## config.mk

```make
export PLATFORM = sky130hd
export DESIGN_NAME = exec_sequencer_flat
export DESIGN_NICKNAME = d
export VERILOG_FILES = /design/src/rtl/exec_sequencer_if.sv /design/src/rtl/exec_sequencer.sv /design/src/flat_wrapper.sv
export SDC_FILE = /design/constraint.sdc
export NUM_CORES = 1
export LEC_CHECK = 0
export BUFFER_PORTS_ARGS = -buffer_cell sky130_fd_sc_hd__buf_2
export CORE_UTILIZATION = 45
export CTS_CLUSTER_SIZE = 14
export DETAILED_ROUTE_END_ITERATION = 10
export GPL_TIMING_DRIVEN = 0
export PLACE_DENSITY = 0.74
export SLEW_MARGIN = 10
export SYNTH_ARGS = -nofsm -noshare
export SYNTH_HDL_FRONTEND = slang
export SYNTH_SLANG_ARGS = --single-unit
```

## constraint.sdc

```tcl
create_clock -name clk -period 4.2 [get_ports clk]
set_clock_uncertainty 0.2 [all_clocks]
set_input_delay 0 -clock clk [delete_from_list [all_inputs] [get_ports clk]]
set_output_delay 0 -clock clk [all_outputs]
set_load 0.01 [all_outputs]
```

## src/rtl/exec_sequencer_if.sv

```systemverilog
// Handshake and control bundle between exec_sequencer and the lab datapath,
// instruction memory and data memory.
interface exec_sequencer_if;
    logic        start;
    logic [15:0] instr_data;
    logic [3:0]  ALUFlags;
    logic        mem_ack;
    logic [7:0]  instr_addr;
    logic        WE;
    logic        ALUorM;
    logic [2:0]  ALUCntr;
    logic        ALUSrc2;
    logic [1:0]  RDst3;
    logic [1:0]  RSrc1;
    logic [7:0]  Src2;
    logic        mem_req;
    logic        busy;
    logic        halted;
    logic [2:0]  state;

    modport master (
        input  start, instr_data, ALUFlags, mem_ack,
        output instr_addr, WE, ALUorM, ALUCntr, ALUSrc2, RDst3, RSrc1, Src2,
        output mem_req, busy, halted, state
    );

    modport slave (
        output start, instr_data, ALUFlags, mem_ack,
        input  instr_addr, WE, ALUorM, ALUCntr, ALUSrc2, RDst3, RSrc1, Src2,
        input  mem_req, busy, halted, state
    );
endinterface

```

## src/rtl/exec_sequencer.sv

```systemverilog
// Multi-cycle fetch/decode/execute/writeback sequencer: owns the PC, decodes IR
// into datapath controls, resolves branches from registered flags, handshakes loads.
module exec_sequencer (
    input logic              clk,
    input logic              reset,
    exec_sequencer_if.master bus
);
    typedef enum logic [2:0] {
        StIdle    = 3'd0,
        StFetch   = 3'd1,
        StDecode  = 3'd2,
        StExec    = 3'd3,
        StMemWait = 3'd4,
        StWb      = 3'd5,
        StHalt    = 3'd6
    } state_e;

    state_e      state_q;
    logic [7:0]  pc_q;
    logic [15:0] ir_q;
    logic [3:0]  flags_q;
    logic        we_q;
    logic        mem_req_q;
    logic        busy_q;
    logic        halted_q;

    logic [2:0]  opcode;
    logic        is_halt;
    logic        is_alu;
    logic        is_load;
    logic        br_taken;
    logic [7:0]  pc_inc;

    always_comb begin
        opcode   = ir_q[15:13];
        // The all-ones word would otherwise decode as a branch.
        is_halt  = (ir_q == 16'hFFFF);
        is_alu   = !is_halt && (opcode <= 3'd5);
        is_load  = !is_halt && (opcode == 3'd6);
        br_taken = flags_q[ir_q[10:9]] ^ ir_q[8];
        pc_inc   = pc_q + 8'd1;
    end

    assign bus.instr_addr = pc_q;
    assign bus.WE         = we_q;
    assign bus.ALUorM     = is_load;
    assign bus.ALUCntr    = is_alu ? opcode : 3'd0;
    assign bus.ALUSrc2    = ir_q[8];
    assign bus.RDst3      = ir_q[12:11];
    assign bus.RSrc1      = ir_q[10:9];
    assign bus.Src2       = ir_q[7:0];
    assign bus.mem_req    = mem_req_q;
    assign bus.busy       = busy_q;
    assign bus.halted     = halted_q;
    assign bus.state      = state_q;

    always_ff @(posedge clk) begin
        if (reset) begin
            state_q   <= StIdle;
            pc_q      <= 8'd0;
            ir_q      <= 16'd0;
            flags_q   <= 4'd0;
            we_q      <= 1'b0;
            mem_req_q <= 1'b0;
            busy_q    <= 1'b0;
            halted_q  <= 1'b0;
        end else begin
            we_q      <= 1'b0;
            mem_req_q <= 1'b0;
            case (state_q)
                StIdle: begin
                    if (bus.start) begin
                        state_q <= StFetch;
                        busy_q  <= 1'b1;
                    end
                end
                StFetch: begin
                    ir_q    <= bus.instr_data;
                    state_q <= StDecode;
                end
                StDecode: begin
                    if (is_halt) begin
                        state_q  <= StHalt;
                        busy_q   <= 1'b0;
                        halted_q <= 1'b1;
                    end else begin
                        state_q <= StExec;
                    end
                end
                StExec: begin
                    if (is_alu) begin
                        flags_q <= bus.ALUFlags;
                        pc_q    <= pc_inc;
                        we_q    <= 1'b1;
                        state_q <= StWb;
                    end else if (is_load) begin
                        pc_q      <= pc_inc;
                        mem_req_q <= 1'b1;
                        state_q   <= StMemWait;
                    end else begin
                        pc_q    <= br_taken ? ir_q[7:0] : pc_inc;
                        state_q <= StFetch;
                    end
                end
                StMemWait: begin
                    if (bus.mem_ack) begin
                        we_q    <= 1'b1;
                        state_q <= StWb;
                    end else begin
                        mem_req_q <= 1'b1;
                    end
                end
                StWb: begin
                    state_q <= StFetch;
                end
                StHalt: begin
                    if (bus.start) begin
                        pc_q     <= 8'd0;
                        flags_q  <= 4'd0;
                        busy_q   <= 1'b1;
                        halted_q <= 1'b0;
                        state_q  <= StFetch;
                    end
                end
                default: begin
                    busy_q   <= 1'b0;
                    halted_q <= 1'b0;
                    state_q  <= StIdle;
                end
            endcase
        end
    end
endmodule

```

## src/flat_wrapper.sv

```systemverilog
// flat-port wrapper written by rule: the top's interface ports become plain ports
module exec_sequencer_flat 
  (clk, reset, bus_start, bus_instr_data, bus_ALUFlags, bus_mem_ack, bus_instr_addr, bus_WE, bus_ALUorM, bus_ALUCntr, bus_ALUSrc2, bus_RDst3, bus_RSrc1, bus_Src2, bus_mem_req, bus_busy, bus_halted, bus_state);
  exec_sequencer_if bus_i ();
  input logic clk;
  input logic reset;
  input wire logic [$bits(bus_i.start)-1:0] bus_start;
  input wire logic [$bits(bus_i.instr_data)-1:0] bus_instr_data;
  input wire logic [$bits(bus_i.ALUFlags)-1:0] bus_ALUFlags;
  input wire logic [$bits(bus_i.mem_ack)-1:0] bus_mem_ack;
  output wire logic [$bits(bus_i.instr_addr)-1:0] bus_instr_addr;
  output wire logic [$bits(bus_i.WE)-1:0] bus_WE;
  output wire logic [$bits(bus_i.ALUorM)-1:0] bus_ALUorM;
  output wire logic [$bits(bus_i.ALUCntr)-1:0] bus_ALUCntr;
  output wire logic [$bits(bus_i.ALUSrc2)-1:0] bus_ALUSrc2;
  output wire logic [$bits(bus_i.RDst3)-1:0] bus_RDst3;
  output wire logic [$bits(bus_i.RSrc1)-1:0] bus_RSrc1;
  output wire logic [$bits(bus_i.Src2)-1:0] bus_Src2;
  output wire logic [$bits(bus_i.mem_req)-1:0] bus_mem_req;
  output wire logic [$bits(bus_i.busy)-1:0] bus_busy;
  output wire logic [$bits(bus_i.halted)-1:0] bus_halted;
  output wire logic [$bits(bus_i.state)-1:0] bus_state;
  assign bus_i.start = bus_start;
  assign bus_i.instr_data = bus_instr_data;
  assign bus_i.ALUFlags = bus_ALUFlags;
  assign bus_i.mem_ack = bus_mem_ack;
  assign bus_instr_addr = bus_i.instr_addr;
  assign bus_WE = bus_i.WE;
  assign bus_ALUorM = bus_i.ALUorM;
  assign bus_ALUCntr = bus_i.ALUCntr;
  assign bus_ALUSrc2 = bus_i.ALUSrc2;
  assign bus_RDst3 = bus_i.RDst3;
  assign bus_RSrc1 = bus_i.RSrc1;
  assign bus_Src2 = bus_i.Src2;
  assign bus_mem_req = bus_i.mem_req;
  assign bus_busy = bus_i.busy;
  assign bus_halted = bus_i.halted;
  assign bus_state = bus_i.state;
  exec_sequencer u_core (.clk(clk), .reset(reset), .bus(bus_i));
endmodule
```

; Word-level counts from Yosys, hierarchy flattened
; Index checks and enable logic that the tools add are counted.
[totals]
inputBits = 24
register_bits = 35
out_inout_bits = 32
wordCells = 70
[classes]
muxes = 30
bitwise = 3
n_lt_le_gt_ge = 2
addsub = 1
n_eq_ne = 13
reduce_logical = 13
[ops]
columns = cell, count
row1 = 2-to-1 mux 8 bit, 4
row2 = 2-to-1 mux 3 bit, 6
row3 = one-hot mux 3 bit (6 select lines), 1
row4 = "equality test 16 bit, second input constant", 1
row5 = one-hot mux 8 bit (2 select lines), 1
row6 = "equality test 3 bit, second input constant", 4
row7 = 2-to-1 mux 1 bit, 10
row8 = AND reduction 3 bit, 3
row9 = "adder 8 x 1 -> 8 bit, second input constant", 1
row10 = 2-to-1 mux 4 bit, 2
row11 = one-hot mux 4 bit (2 select lines), 1
row12 = "equality test 3 x 2 -> 1 bit, second input constant", 2
row13 = "!= test 2 x 1 -> 1 bit, second input constant", 3
row14 = one-hot mux 1 bit (3 select lines), 2
row15 = OR reduction 5 bit, 1
row16 = "!= test 2 bit, second input constant", 2
row17 = one-hot mux 1 bit (2 select lines), 2
row18 = AND reduction 2 bit, 2
row19 = OR reduction 4 bit, 1
row20 = "equality test 3 x 1 -> 1 bit, second input constant", 1
row21 = "less-or-equal comparator 3 bit, second input constant", 1
row22 = zero test 3 bit, 1
row23 = "< comparator 2 x 3 -> 1 bit, second input constant", 1
row24 = binary-select mux 1 bit (select 2 bit), 1
row25 = other kinds (6), 8

; Longest topological paths before layout
; Gate-level depths: netlist of the first run.
[logic_depth]
word_depth = 7
mapped_depth = 6

; Worst setup path after synthesis of the first run
; OpenSTA, ideal clock, no wires.
[synth_path]
path_type = register -> register
from = register u_core.ir_q[9]
to = register u_core.pc_q[7], in the netlist u_core.bus.instr_addr[7]
slack_ps = 2202
arrival_time_ps = 1724
path_stages_with_launch = 5
required_ps = 3926
synth_period_minus_slack_ps = 1998
n_path_buf = 0
cell_sequence = dfxtp_1 mux4_2 mux2i_2 or4_1 a31oi_1
[synth_between]
elab_chain_cells = 7
word_cells_on_any_way = 11
cone_classes = 1 x eq/ne / 6 x mux / 1 x bitwise / 3 x reduce/logical
[synth_rtl]
columns = item, line_no
row1 = from (decl), exec_sequencer.sv:20  ; logic [15:0] ir_q;
row2 = from (signal assigned), exec_sequencer.sv:78  ; ir_q <= bus.instr_data;
row3 = binary-select mux 1 bit (select 2 bit), exec_sequencer.sv:40  ; br_taken = flags_q[ir_q[10:9]] ^ ir_q[8];
row4 = 2-to-1 mux 1 bit (not written as such), exec_sequencer.sv:40
row5 = XOR 1 bit, exec_sequencer.sv:40
row6 = 2-to-1 mux 8 bit, exec_sequencer.sv:101  ; pc_q <= br_taken ? ir_q[7:0] : pc_inc;
row7 = 2-to-1 mux 8 bit, exec_sequencer.sv:96  ; end else if (is_load) begin
row8 = 2-to-1 mux 8 bit *, exec_sequencer.sv:91  ; if (is_alu) begin
row9 = one-hot mux 8 bit (2 select lines) *, exec_sequencer.sv:70  ; case (state_q)
row10 = to (signal assigned), exec_sequencer.sv:93  ; pc_q <= pc_inc;
row11 = to (signal assigned), exec_sequencer.sv:97  ; pc_q <= pc_inc;
row12 = to (signal assigned), exec_sequencer.sv:101
row13 = to (decl), exec_sequencer.sv:19  ; logic [7:0] pc_q;
; Every way passes the cells marked *; elsewhere a longest branch is shown, timed or not. The select of a mux whose other input is x is not followed.
; A chain may end at the register's enable or synchronous reset.

; Final worst setup path of the first run
[layout_path]
from = register u_core.state_q[2], in the netlist u_core.bus.state[2]
to = register u_core.ir_q[8]
[layout_between]
elab_chain_cells = 1
[layout_rtl]
columns = item, line_no
row1 = from (decl), exec_sequencer.sv:18  ; state_e state_q;
row2 = from (signal assigned), exec_sequencer.sv:59  ; state_q <= StIdle;
row3 = from (signal assigned), exec_sequencer.sv:73  ; state_q <= StFetch;
row4 = from (signal assigned), exec_sequencer.sv:79  ; state_q <= StDecode;
row5 = equality test 3 x 1 -> 1 bit, exec_sequencer.sv:70
; Every way passes these cells.

==> results.md, run 1 <==
STA:
- The minimum period implied by the final worst setup slack is 2.19 ns.
- The headroom to the max-slew limit is 0.454.
- In the finished design, the share of the clock period the worst path needs comes to 0.523.
- Timing would allow up to approximately 460 MHz.
- Setup repair after global routing left no endpoint under its margin.
- The worst hold slack is ~0.022 ns.
- Setup violations remaining at the end of the flow were counted as 0.
- Summed over all failing endpoints, the final setup total negative slack is 0 ns.
- The max-slew violation count is 0.
- The number of hold-slack violations in the final timing report is 0.
- For the pin with the worst max-slew slack, the measured transition is 0.812 ns.

Placed design:
- The number of cells in the design after placement is roughly 330.
- The number of buffers added on ports is 54.
- Summed over all nets, the half-perimeter wirelength after detailed placement is 3.36 mm.
- The placer's final routability congestion estimate is 0.835.
- The post-place instance area is 0.00215 mm².

Pwr:
- VDD sags by at most 0.000282 V.
- Power spread over the standard cell area amounts to 366 mW/mm².
- The static leakage is 1.11 nW.

Yosys:
- Synthesis produced a netlist with a net count of 257.
- The cell count after synthesis is 232.
- The area share of the leading cell type in the synthesized netlist is 0.385.
- The number of register bits inferred by synthesis is 35.
- The commonest cells after synthesis are sky130_fd_sc_hd__nand2_1 (47), sky130_fd_sc_hd__dfxtp_1 (35), sky130_fd_sc_hd__a21oi_1 (29).
- Yosys mapped a number of flops with a built-in enable equal to 0.
- The dominant synthesized flop cell is sky130_fd_sc_hd__dfxtp_1.
- The part of the Yosys area used for sequential elements is 0.385.
- The total number of yosys warnings is 0.
- The average size of a mapped cell is 7.85 µm².
- In the post-synthesis netlist, the biggest area contributors are sky130_fd_sc_hd__dfxtp_1 (38%), sky130_fd_sc_hd__nand2_1 (9.7%), sky130_fd_sc_hd__a21oi_1 (8.0%).
- The most numerous cell in the Yosys netlist is sky130_fd_sc_hd__nand2_1.
- The cell type with the highest aggregate area in the netlist is sky130_fd_sc_hd__dfxtp_1.
- For this run, asynchronously set or reset flops after synthesis account for 0.
- In this run, distinct cell masters in the synthesized netlist total 45.
- The post-synthesis cell area is about 0.0018 mm².

Setup path:
- The depth of the most critical reg-to-reg path is 6.
- The critical path's largest stage delay is 0.43 ns.
- The buffering stage count on the worst path with inverters included is 2.
- STA puts the critical path data arrival time at ~2.2 ns.
- The critical path goes through clkbuf_1, or2_2, nor2_1, buf_2, nand2_1, a21oi_1.
- The critical-path maximum fanout is 10.
- The dominant delay contributor by cell family on the critical path is simple AND/OR/NAND/NOR gates.
- The slowest cell on the critical path is sky130_fd_sc_hd__nor2_1.
- Counting buffers and inverters, the worst setup path is 6 cells deep.
- The startpoint type of the worst setup path is a flip-flop.
- The kind of end point of the critical path is a flip-flop.
- STA puts the critical path data required time at 4.22 ns.
- The worst setup path is of the flip-flop to flip-flop kind.

Floorplan:
- For this configuration, the core starts out at a cell density of 0.483.
- After floorplanning, the core was divided into 22 placement rows.
- The x dimension of the die is 65.6 µm.
- The die height is 65.6 µm.
- The area of the core region is 0.00377 mm².
- The number of top-level design ports is 56.
- The floorplan step defined a die boundary enclosing 0.00430 mm².

Layout:
- After filler insertion, the fill cell instance count of the layout stands at 322.
- The count of placed standard cells in the final layout, fillers left out is 364.
- The post-route cell area is 0.00250 mm².
- Of the cells placed in the final design, the portion with a size suffix greater than 1 is 0.278.
- The area overhead of the layout relative to synthesis is 37.5%.
- The number of antenna diodes in the final layout is 0.
- Measured on the finished design, the core utilization comes to 0.664.
- The area of the multi-input gates is 938 µm².
- The final layout contains 340 nets.
- Summing all flip-flop and latch instances after layout gives 701 µm².

Outcome:
- The flow ran to the end, and the final reports show no timing, DRC or antenna violations.

Clocking:
- The clock transition at the registers of the reported paths is approximately 0.070 ns.
- The maximum root-to-sink buffer count is 2.
- The tree built by TritonCTS fans out to 35 sinks.
- The total number of H-tree levels is 2.
- The number of clock buffers added by TritonCTS is 5.
- At the later pin of the worst-skew pair, clock insertion delay measures a little under 0.3 ns.
- The clock tree from TritonCTS is yes.
- The cell sitting at the root of the clock tree is a sky130_fd_sc_hd__clkbuf_8.
- The post-cts repair resize count is 0.

Hold path:
- The path class of the lowest-slack min-delay path is input pin to flip-flop.
- The worst hold path was traced through 3 stages.

Global route:
- For this run, the total global-route usage over all layers was measured as 0.237.
- Entering global routing, the biggest net connects 12 pins.
- The via count of the first global-routing pass is 1668.
- For this run the aggregate overflow at the end of global routing stands at 0.
- The number of antenna violations at the first check in global routing is 0.
- The first-pass GRT wire length is 7.77 mm.

Detailed routing:
- The final routed wire length divided by cell count is 13.3 µm.
- The final layout contains routed wiring with a total length of 4.83 mm.
- For this run, the detailed router's first-pass iteration total came to 4.
- The total vias in the final route is 1967.
- For this block, the initial DRC count from the detailed router was 122.
- The number of antenna-violating nets in the routed design is 0.
- The vias per cell is 5.40.
- The number of design rule violations left after detail routing is 0.

Flow run:
- The tool flagged a number of max-cap violations equal to 0.
layout make-up:
class / count / share of cell area
sequential: 35 / 0.280
tap: 48 / 0.0240
multi-input combinational: 166 / 0.375
inverter: 7 / 0.0105
timing repair buffer: 76 / 0.196
clock inverter: 2 / 0.0240
buffer: 24 / 0.0620
clock buffer: 6 / 0.0290
path summary, 6_finish.rpt:
| check | start | endpoint | slack (ns) |
|---|---|---|---|
| max | u_core.bus.state[2]$_SDFFE_PP0P_ | u_core.ir_q[8]$_SDFFE_PP0P_ | 2.01 |
| min | reset | u_core.ir_q[12]$_SDFFE_PP0P_ | 0.02 |
| min reg2reg | u_core.bus.halted$_SDFFE_PP0P_ | u_core.bus.halted$_SDFFE_PP0P_ | 0.25 |
| max reg2reg | u_core.bus.state[2]$_SDFFE_PP0P_ | u_core.ir_q[8]$_SDFFE_PP0P_ | 2.01 |
power by group:
part           switching, mW  total [mW]  internal (mW)
sequential            0.0232       0.376          0.353
clock                  0.127       0.365          0.237
combinational         0.0926       0.175         0.0828
total                  0.243       0.916          0.673
metal layers:
layer | track usage | vias to the layer above | wire length, µm
met4 | 0.0842 | 0 | 53
met3 | 0.0642 | 6 | 306
met5 | 0 | - | 0
met1 | 0.307 | 906 | 2160
li1 | - | 980 | -
met2 | 0.374 | 75 | 2310
stage by stage:
stage	total power, mW	setup WS [ns]
6_report	0.916	2.01
4_1_cts	0.915	2.01
3_3_place_gp	0.538	2.07
3_5_place_dp	0.541	2.03
2_1_floorplan	0.485	2.20
5_1_grt	0.957	1.80
worst reg2reg max path, delay by kind of cell (launching register included):
family | cells | cell delay [ns]
simple gates | 3 | 0.89
buf+inv | 2 | 0.57
flops | 1 | 0.36
compound gates | 1 | 0.12
flip-flops by register name, indices dropped and copies added (netlist names):
| register | flops |
|---|---|
| u_core.bus.mem_req | 1 |
| u_core.bus.WE | 1 |
| u_core.ir_q | 16 |
| u_core.bus.state | 3 |
| u_core.bus.instr_addr | 8 |
| u_core.bus.halted | 1 |
| u_core.bus.busy | 1 |
| u_core.flags_q | 4 |
repair_timing:
item,CTS,global route
endpoints found under the setup margin,0,0
endpoints found under the hold margin,24,0
hold buffers,22,0
setup buffers,0,0
cells by family (layout without fill, tap and decap cells):
family | Yosys count | count (layout) | share of synthesized area
DFF | 35 | 35 | 0.385
muxes | 3 | 3 | 0.0254
adders and majority gates | 1 | 1 | 0.00687
and+or+nand+nor | 99 | 99 | 0.268
AOI/OAI and AO/OA | 63 | 63 | 0.215
buffers and inverters | 31 | 115 | 0.0997
cell usage in the layout, fill, tap and decap left out, types with 5 or more instances in the layout:
cell / Yosys / final
sky130_fd_sc_hd__inv_1: 7 / 7
sky130_fd_sc_hd__a31oi_1: 6 / 6
sky130_fd_sc_hd__a21oi_1: 29 / 29
sky130_fd_sc_hd__o21ai_0: 8 / 8
sky130_fd_sc_hd__nand4_1: 5 / 5
sky130_fd_sc_hd__dfxtp_1: 35 / 35
sky130_fd_sc_hd__buf_2: 2 / 56
sky130_fd_sc_hd__clkbuf_8: 1 / 6
sky130_fd_sc_hd__nand2_1: 47 / 47
sky130_fd_sc_hd__nand3_1: 11 / 11
sky130_fd_sc_hd__nor2_1: 9 / 9
sky130_fd_sc_hd__clkbuf_1: 8 / 9
sky130_fd_sc_hd__buf_4: 12 / 12
sky130_fd_sc_hd__dlygate4sd3_1: 0 / 22
No activity file was read; power rests on OpenSTA's default activity.
==> inputs of run 2 (changes only) <==
==> constraint.sdc (replaced) <==
create_clock -name clk -period 2.03 [get_ports clk]
set_clock_uncertainty 0.2 [all_clocks]
set_input_delay 0 -clock clk [delete_from_list [all_inputs] [get_ports clk]]
set_output_delay 0 -clock clk [all_outputs]
set_load 0.01 [all_outputs]
==> run 2 against run 1 <==
Net effect: via count grew 0.97%; combinational power grew 110%; core utilization is 2.2 points higher; clock-buffer cell count unchanged; critical path type unchanged; register-to-register slack got worse by 2.0 ns; setup slack got worse by 2.0 ns; largest power group unchanged.
==> results.md, run 2 (same netlist as run 1, synthesis figures left out) <==
Global route:
- The first-pass GRT wire length is 7.77 mm.
- The via count of the first global-routing pass is 1670.
- Entering global routing, the biggest net connects 12 pins.
- The number of antenna violations at the first check in global routing is 0.
- For this run, the total global-route usage over all layers was measured as 0.237.
- The aggregate global routing overflow is 0.

Floorplan:
- In this run the vertical extent of the chip is 65.6 µm.
- The area of the core region is between 0.003 and 0.004 mm².
- Row generation in the floorplan step produced 22 rows.
- From left edge to right edge, the die measures 65.6 µm.
- The initial utilization of the core area, before any placement, comes to 0.483.
- The die covers ~0.0043 mm².
- For this design the top-level I/O count stands at 56.

STA:
- Derived from the worst setup path, the maximum achievable clock frequency is 503 MHz.
- The number of hold-slack violations in the final timing report is 0.
- The max-slew violation count came to 0.
- The headroom to the max-slew limit is 0.683.
- The post-route fraction of the period consumed by the critical path is 0.979.
- Setup repair after global routing could not meet its margin everywhere.
- Setup violations remaining at the end of the flow were counted as 0.
- After layout, the minimum clock period comes to approximately 2.0 ns.
- At the pin with the least slew margin, the transition time is 0.475 ns.

Layout:
- The area overhead of the layout relative to synthesis is 42.0%.
- The register with the most flip-flops in the layout has 16 of them.
- The commonest non-fill, non-tap cell in the layout is sky130_fd_sc_hd__buf_2.
- The core utilization of the finished layout is 0.685.
- The fraction of layout cells with a size suffix above 1 is 0.303.
- The number of nets in the final layout is 341.
- The area of the multi-input gates is 1000 µm².
- The fill cell total of the finished layout is 304.
- The largest register by flop count is u_core.ir_q.
- The top cell types in the final layout, fill and taps aside, are sky130_fd_sc_hd__buf_2 (55), sky130_fd_sc_hd__nand2_1 (47), sky130_fd_sc_hd__dfxtp_1 (34).
- 0 antenna diodes ended up in the layout.
- The flip-flop and latch area is between 700 and 800 µm².

Placed design:
- The post-DP HPWL is 3.36 mm.
- Input and output buffers added on the ports amount to 54.
- Routability-driven placement finished with a final weighted congestion of 0.835.

Hold path:
- In this run the most critical hold path is launched from reset.
- The path class of the lowest-slack min-delay path is input pin to flip-flop.
- Counting instances, the worst hold path has a depth of 3.
- The hold-critical path endpoint is u_core.ir_q[12]$_SDFFE_PP0P_.

Setup path:
- The critical path is of the flip-flop to flip-flop type.
- The worst setup path is captured at a flip-flop.
- The minimum setup slack among reg-to-reg paths is 0.04 ns.
- The startpoint of the worst register-to-register path is u_core.ir_q[9]$_SDFFE_PP0P_.
- The startpoint type of the worst setup path is a flip-flop.
- The depth of the most critical reg-to-reg path is 4.
- At the worst endpoint, the required time is 2.04 ns.
- The critical path starts at u_core.ir_q[9]$_SDFFE_PP0P_.
- The critical-path maximum fanout is 4.
- The worst reg2reg path endpoint is u_core.bus.instr_addr[7]$_SDFFE_PP0P_.
- The data arrival time of the critical path is 2.00 ns.

Clocking:
- The clock latency of the later-clocked register in the worst-skew pair is 0.29 ns.
- TritonCTS built the clock tree.
- The number of buffers inserted during clock tree synthesis is 5.
- The master cell of the clock root buffer is sky130_fd_sc_hd__clkbuf_8.
- Clock tree synthesis found a total of 35 sinks.
- The clock transition at the registers of the reported paths is about 0.070 ns.
- The longest clock path from root to sink contains 2 buffers.
- The H-tree generated during clock tree synthesis spans 2 levels.

Pwr:
- Power spread over the standard cell area amounts to 737 mW/mm².
- Summing internal, switching and leakage power gives 1.90 mW.
- IR analysis of the VDD net gives a maximum drop of 0.000577 V.
- For this design the static power due to leakage is 1.15 nW.

Flow run:
- The number of violations of the max-capacitance limit is 0.

Detailed routing:
- The post-route met1 wirelength is 2.20 mm.
- After the first detailed-routing iteration, the DRC count stood at 175.
- The overall routed net length is between 4 and 5 mm.
- The highest layer used for signal routing is met4.
- The number of antenna-violating nets in the routed design is 0.
- Dividing the detail-routed via count by the number of cells gives approximately 5.4.
- The final routed wire length divided by cell count is around 14 µm.
- After detailed routing, the number of remaining DRC violations is 0.
- The total vias in the final route is 1986.
- The routed length on met3 is around 280 µm.
- For this run, the detailed router's first-pass iteration total came to 4.
- The amount of wire on met2 after detailed routing is 2.37 mm.

Outcome:
- The run finished with clean final reports.
==> run 2: power by group <==
group          internal, mW  switching [mW]
Sequential            0.730          0.0490
Combinational         0.176           0.195
Clock                 0.491           0.263
Total                  1.40           0.507
==> run 2: what timing repair did <==
| action | in CTS | in global routing |
|---|---|---|
| setup endpoints to repair | 19 | 22 |
| resized for setup | 2 | 18 |
| pin swaps | 0 | 2 |
| buffers inserted | 0 | 2 |
| hold buffers | 22 | 0 |
| endpoints found under the hold margin | 24 | 0 |
==> run 2: final cells by class <==
cell class | count | share of cell area
Multi-Input combinational cell | 166 | 0.387
Clock inverter | 2 | 0.0232
Clock buffer | 6 | 0.0281
Timing Repair Buffer | 78 | 0.198
Inverter | 7 | 0.0102
Sequential cell | 35 | 0.273
Tap cell | 48 | 0.0232
Buffer | 23 | 0.0576
==> run 2: worst max-delay path by stage <==
stage | slack (ns) | cells past startpoint | endpoint
finish | 0.04 | 4 | u_core.bus.instr_addr[7]$_SDFFE_PP0P_
global route | -0.008 | 4 | u_core.bus.instr_addr[7]$_SDFFE_PP0P_
CTS | -0.11 | 4 | u_core.bus.instr_addr[7]$_SDFFE_PP0P_
detailed placement | -0.14 | 4 | u_core.bus.instr_addr[7]$_SDFFE_PP0P_
global placement | -0.10 | 5 | u_core.bus.instr_addr[0]$_SDFFE_PP0P_
floorplan | 0.03 | 4 | u_core.bus.instr_addr[7]$_SDFFE_PP0P_
==> run 2: per-layer routing <==
layer  global-route usage  vias up
li1                     -      992
met3               0.0642       14
met2                0.374       84
met4               0.0842        0
met1                0.307      896
met5                    0        -
==> run 2: per-stage QoR <==
stage	instances	hold slack (ns)	area [µm²]	worst slack, ns	setup TNS, ns
2_1_floorplan	232	-0.0640	1820	0.0315	0
3_3_place_gp	334	0.0415	2150	-0.103	-1.24
3_5_place_dp	334	0.0473	2150	-0.140	-1.76
4_1_cts	364	0.0232	2510	-0.106	-0.489
5_1_grt	365	0.0695	2580	-0.00823	-0.00823
6_report	365	0.0231	2580	0.0429	0
==> run 2: critical path, cell delays in order, from the launching register on <==
cell and delay (ns):
sky130_fd_sc_hd__dfxtp_4 0.37, sky130_fd_sc_hd__mux4_2 0.55, sky130_fd_sc_hd__mux2i_4 0.23, sky130_fd_sc_hd__or4_1 0.40, sky130_fd_sc_hd__a31oi_1 0.15
==> inputs of run 3 (changes only) <==
--- a/config.mk
+++ b/config.mk
@@ -5,7 +5,7 @@
 export SDC_FILE = /design/constraint.sdc
 export NUM_CORES = 1
 export LEC_CHECK = 0
-export BUFFER_PORTS_ARGS = -buffer_cell sky130_fd_sc_hd__buf_2
+export BUFFER_PORTS_ARGS = -buffer_cell sky130_fd_sc_hd__buf_4
 export CORE_UTILIZATION = 45
 export CTS_CLUSTER_SIZE = 14
 export DETAILED_ROUTE_END_ITERATION = 10
==> run 3 against run 2 <==
Net effect: critical endpoint is now u_core.bus.instr_addr[5]$_SDFFE_PP0P_; sequential share of layout area fell by 0.94 points; highest routed layer unchanged; cell count did not move; total power fell by 4.6%; clock power fell by 17%; critical path type unchanged; global-route usage rose by 1.6 points; via count rose by 2.0%; final area rose by 3.6%; clock-buffer cell count fell by 1.
==> results.md, run 3 (same netlist as run 1, synthesis figures left out) <==
Detailed routing:
- Dividing the detail-routed wire length by the instance count gives ~14 µm.
- The number of detailed-route iterations in the first pass is 5.
- Detailed routing inserted a total of ~2000 vias.
- The count of nets left with antenna violations once routing finished came out at 0.
- The final layout contains routed wiring with a total length of 5.18 mm.
- The number of design rule violations left after detail routing is 0.
- Dividing the detail-routed via count by the number of cells gives 5.55.
- The detailed router's first-iteration violation count is 224.

STA:
- Based on the critical path, the design can be clocked at up to 494 MHz.
- Of the available clock period, the critical path in the final layout requires 0.998.
- The worst hold slack is between 0.02 and 0.03 ns.
- After routing, the total negative slack on setup checks comes to 0 ns.
- The transition time at the pin with the least slew margin is around 0.48 ns.
- The minimum period implied by the final worst setup slack is 2.02 ns.
- The headroom to the max-slew limit is 0.680.
- Setup repair after global routing could not meet its margin everywhere.
- The number of hold-slack violations in the final timing report is 0.
- The max-slew violation count is 0.
- The number of endpoints failing setup at the final stage is 0.

Layout:
- The commonest non-fill, non-tap cell in the layout is sky130_fd_sc_hd__buf_4.
- In the layout the commonest cells are sky130_fd_sc_hd__buf_4 (67), sky130_fd_sc_hd__nand2_1 (47), sky130_fd_sc_hd__dfxtp_1 (34).
- The core utilization of the finished layout is 0.710.
- The fraction of layout cells with a size suffix above 1 is 0.303.
- The number of flip-flops under the largest register name is 16.
- For this run, the post-layout net count is 342.
- The diode insertion count for antenna repair is 0.
- The largest register by flop count is u_core.ir_q.
- The post-route cell area is about 0.0027 mm².
- From synthesis to final layout, the design area changed by 47.1%.

Clocking:
- TritonCTS built the clock tree.
- The number of buffers inserted during clock tree synthesis is 5.
- No sink is reached through more buffers than the 2 on the longest clock path.
- CTS built an H-tree with a depth of 2.
- At the later pin of the worst-skew pair, clock insertion delay measures ~0.30 ns.
- After clock tree synthesis, the clock-pin slew on the worst setup and hold paths is 0.08 ns.
- For this design, the sink count on the clock tree is 35.
- The master cell of the clock root buffer is sky130_fd_sc_hd__clkbuf_8.

Setup path:
- The kind of end point of the critical path is a flip-flop.
- The endpoint required time on the critical path is ~2.0 ns.
- The critical path in this run is classified as flip-flop to flip-flop.
- In this run the worst path has a maximum fanout of 4.
- The critical path goes through mux4_2, mux2i_4, buf_6, and3_2, a211o_1.
- Data on the critical path arrives at its endpoint at between 2 and 2.5 ns.
- The largest individual stage delay along the critical path comes from the cell sky130_fd_sc_hd__mux4_2.
- The startpoint type of the worst setup path is a flip-flop.
- In this design, the stage delay of the slowest critical-path cell is 0.56 ns.

Floorplan:
- The x dimension of the die is 65.6 µm.
- The number of core rows is 22.
- After floorplanning, the core was sized to cover between 0.003 and 0.004 mm².
- The die is 65.6 µm tall.
- The floorplan step defined a die boundary enclosing ~0.0043 mm².
- The initial standard-cell utilization of the core is 0.483.
- The number of top-level design ports is between 50 and 60.

Global route:
- The number of antenna violations at the first check in global routing is 0.
- In the global route stage, overall resource usage came out at 0.253.
- The pin count of the biggest net entering global routing is 12.
- The first global-routing pass estimated around 8.4 mm of wire.
- The via count of the first global-routing pass is 1767.
- The aggregate global routing overflow is 0.

Pwr:
- The power per cell area is about 680 mW/mm².
- In this run the static leakage power is approximately 1.2 nW.
- The maximum vdd ir drop is approximately 0.0005 V.

Placed design:
- The placer's final routability congestion estimate is 0.877.
- In this run the tool buffered the top-level ports with 54 buffer cells.
- In this run the cell area measured after placement is roughly 0.0023 mm².
- The HPWL after detailed placement is 3.42 mm.

Hold path:
- The worst hold path belongs to the class input pin to flip-flop.

Flow run:
- The number of violations of the max-capacitance limit is 0.

Outcome:
- The flow ran to the end, and the final reports show no timing, DRC or antenna violations.
run 3: cell types whose count changed in the layout (fill, tap and decap cells not counted), sizes merged:
cell,previous run,this run
bufinv,2,1
buf,69,70
clkbuf,16,15
clkinvlp,0,1
run 3: report_power, final:
part	switching, mW	internal (mW)
Clock	0.265	0.359
Sequential	0.0490	0.730
Combinational	0.202	0.211
run 3: final cells by class:
class | count | area [µm²]
timing repair buffer | 78 | 644
tap | 48 | 60.1
inverter | 7 | 26.3
sequential | 35 | 704
buffer | 24 | 160
clock inverter | 2 | 37.5
fill | 302 | 1090
multi-input combinational | 166 | 976
clock buffer | 5 | 68.8
run 3: metrics by stage:
stage,cells,power (mW),setup slack [ns]
after floorplan,232,1.00,0.0315
after global placement,334,1.15,-0.114
after detailed placement,334,1.15,-0.162
after CTS,365,1.80,0.00752
after global routing,365,1.90,-0.0298
final,365,1.82,0.00505
run 3: what timing repair did:
action	CTS	global route
endpoints found under the hold margin	24	0
gates resized for setup	5	10
endpoints found under the setup margin	20	17
pin swaps	2	0
setup buffers	2	0
hold buffers	22	0
run 3: critical path: cells and delay by family (launching register included):
| kind | cells | cell delay [ns] |
|---|---|---|
| AOI/OAI and AO/OA | 1 | 0.23 |
| DFF | 1 | 0.36 |
| and+or+nand+nor | 1 | 0.19 |
| buffers and inverters | 1 | 0.14 |
| muxes | 2 | 0.79 |
run 3: metal layers:
layer | vias up | GRT usage | part of all wire
li1 | 994 | - | -
met1 | 936 | 0.338 | 0.46
met2 | 82 | 0.415 | 0.47
met3 | 13 | 0.0434 | 0.053
met4 | 0 | 0.0734 | 0.014
met5 | - | 0 | 0
run 3: worst paths after layout:
check,from,endpoint,slack [ns],depth (start not counted)
max,u_core.ir_q[9]$_SDFFE_PP0P_,u_core.bus.instr_addr[5]$_SDFFE_PP0P_,0.005,5
min,reset,u_core.bus.instr_addr[1]$_SDFFE_PP0P_,0.03,3
max reg2reg,u_core.ir_q[9]$_SDFFE_PP0P_,u_core.bus.instr_addr[5]$_SDFFE_PP0P_,0.005,5
min reg2reg,u_core.bus.halted$_SDFFE_PP0P_,u_core.bus.halted$_SDFFE_PP0P_,0.26,2
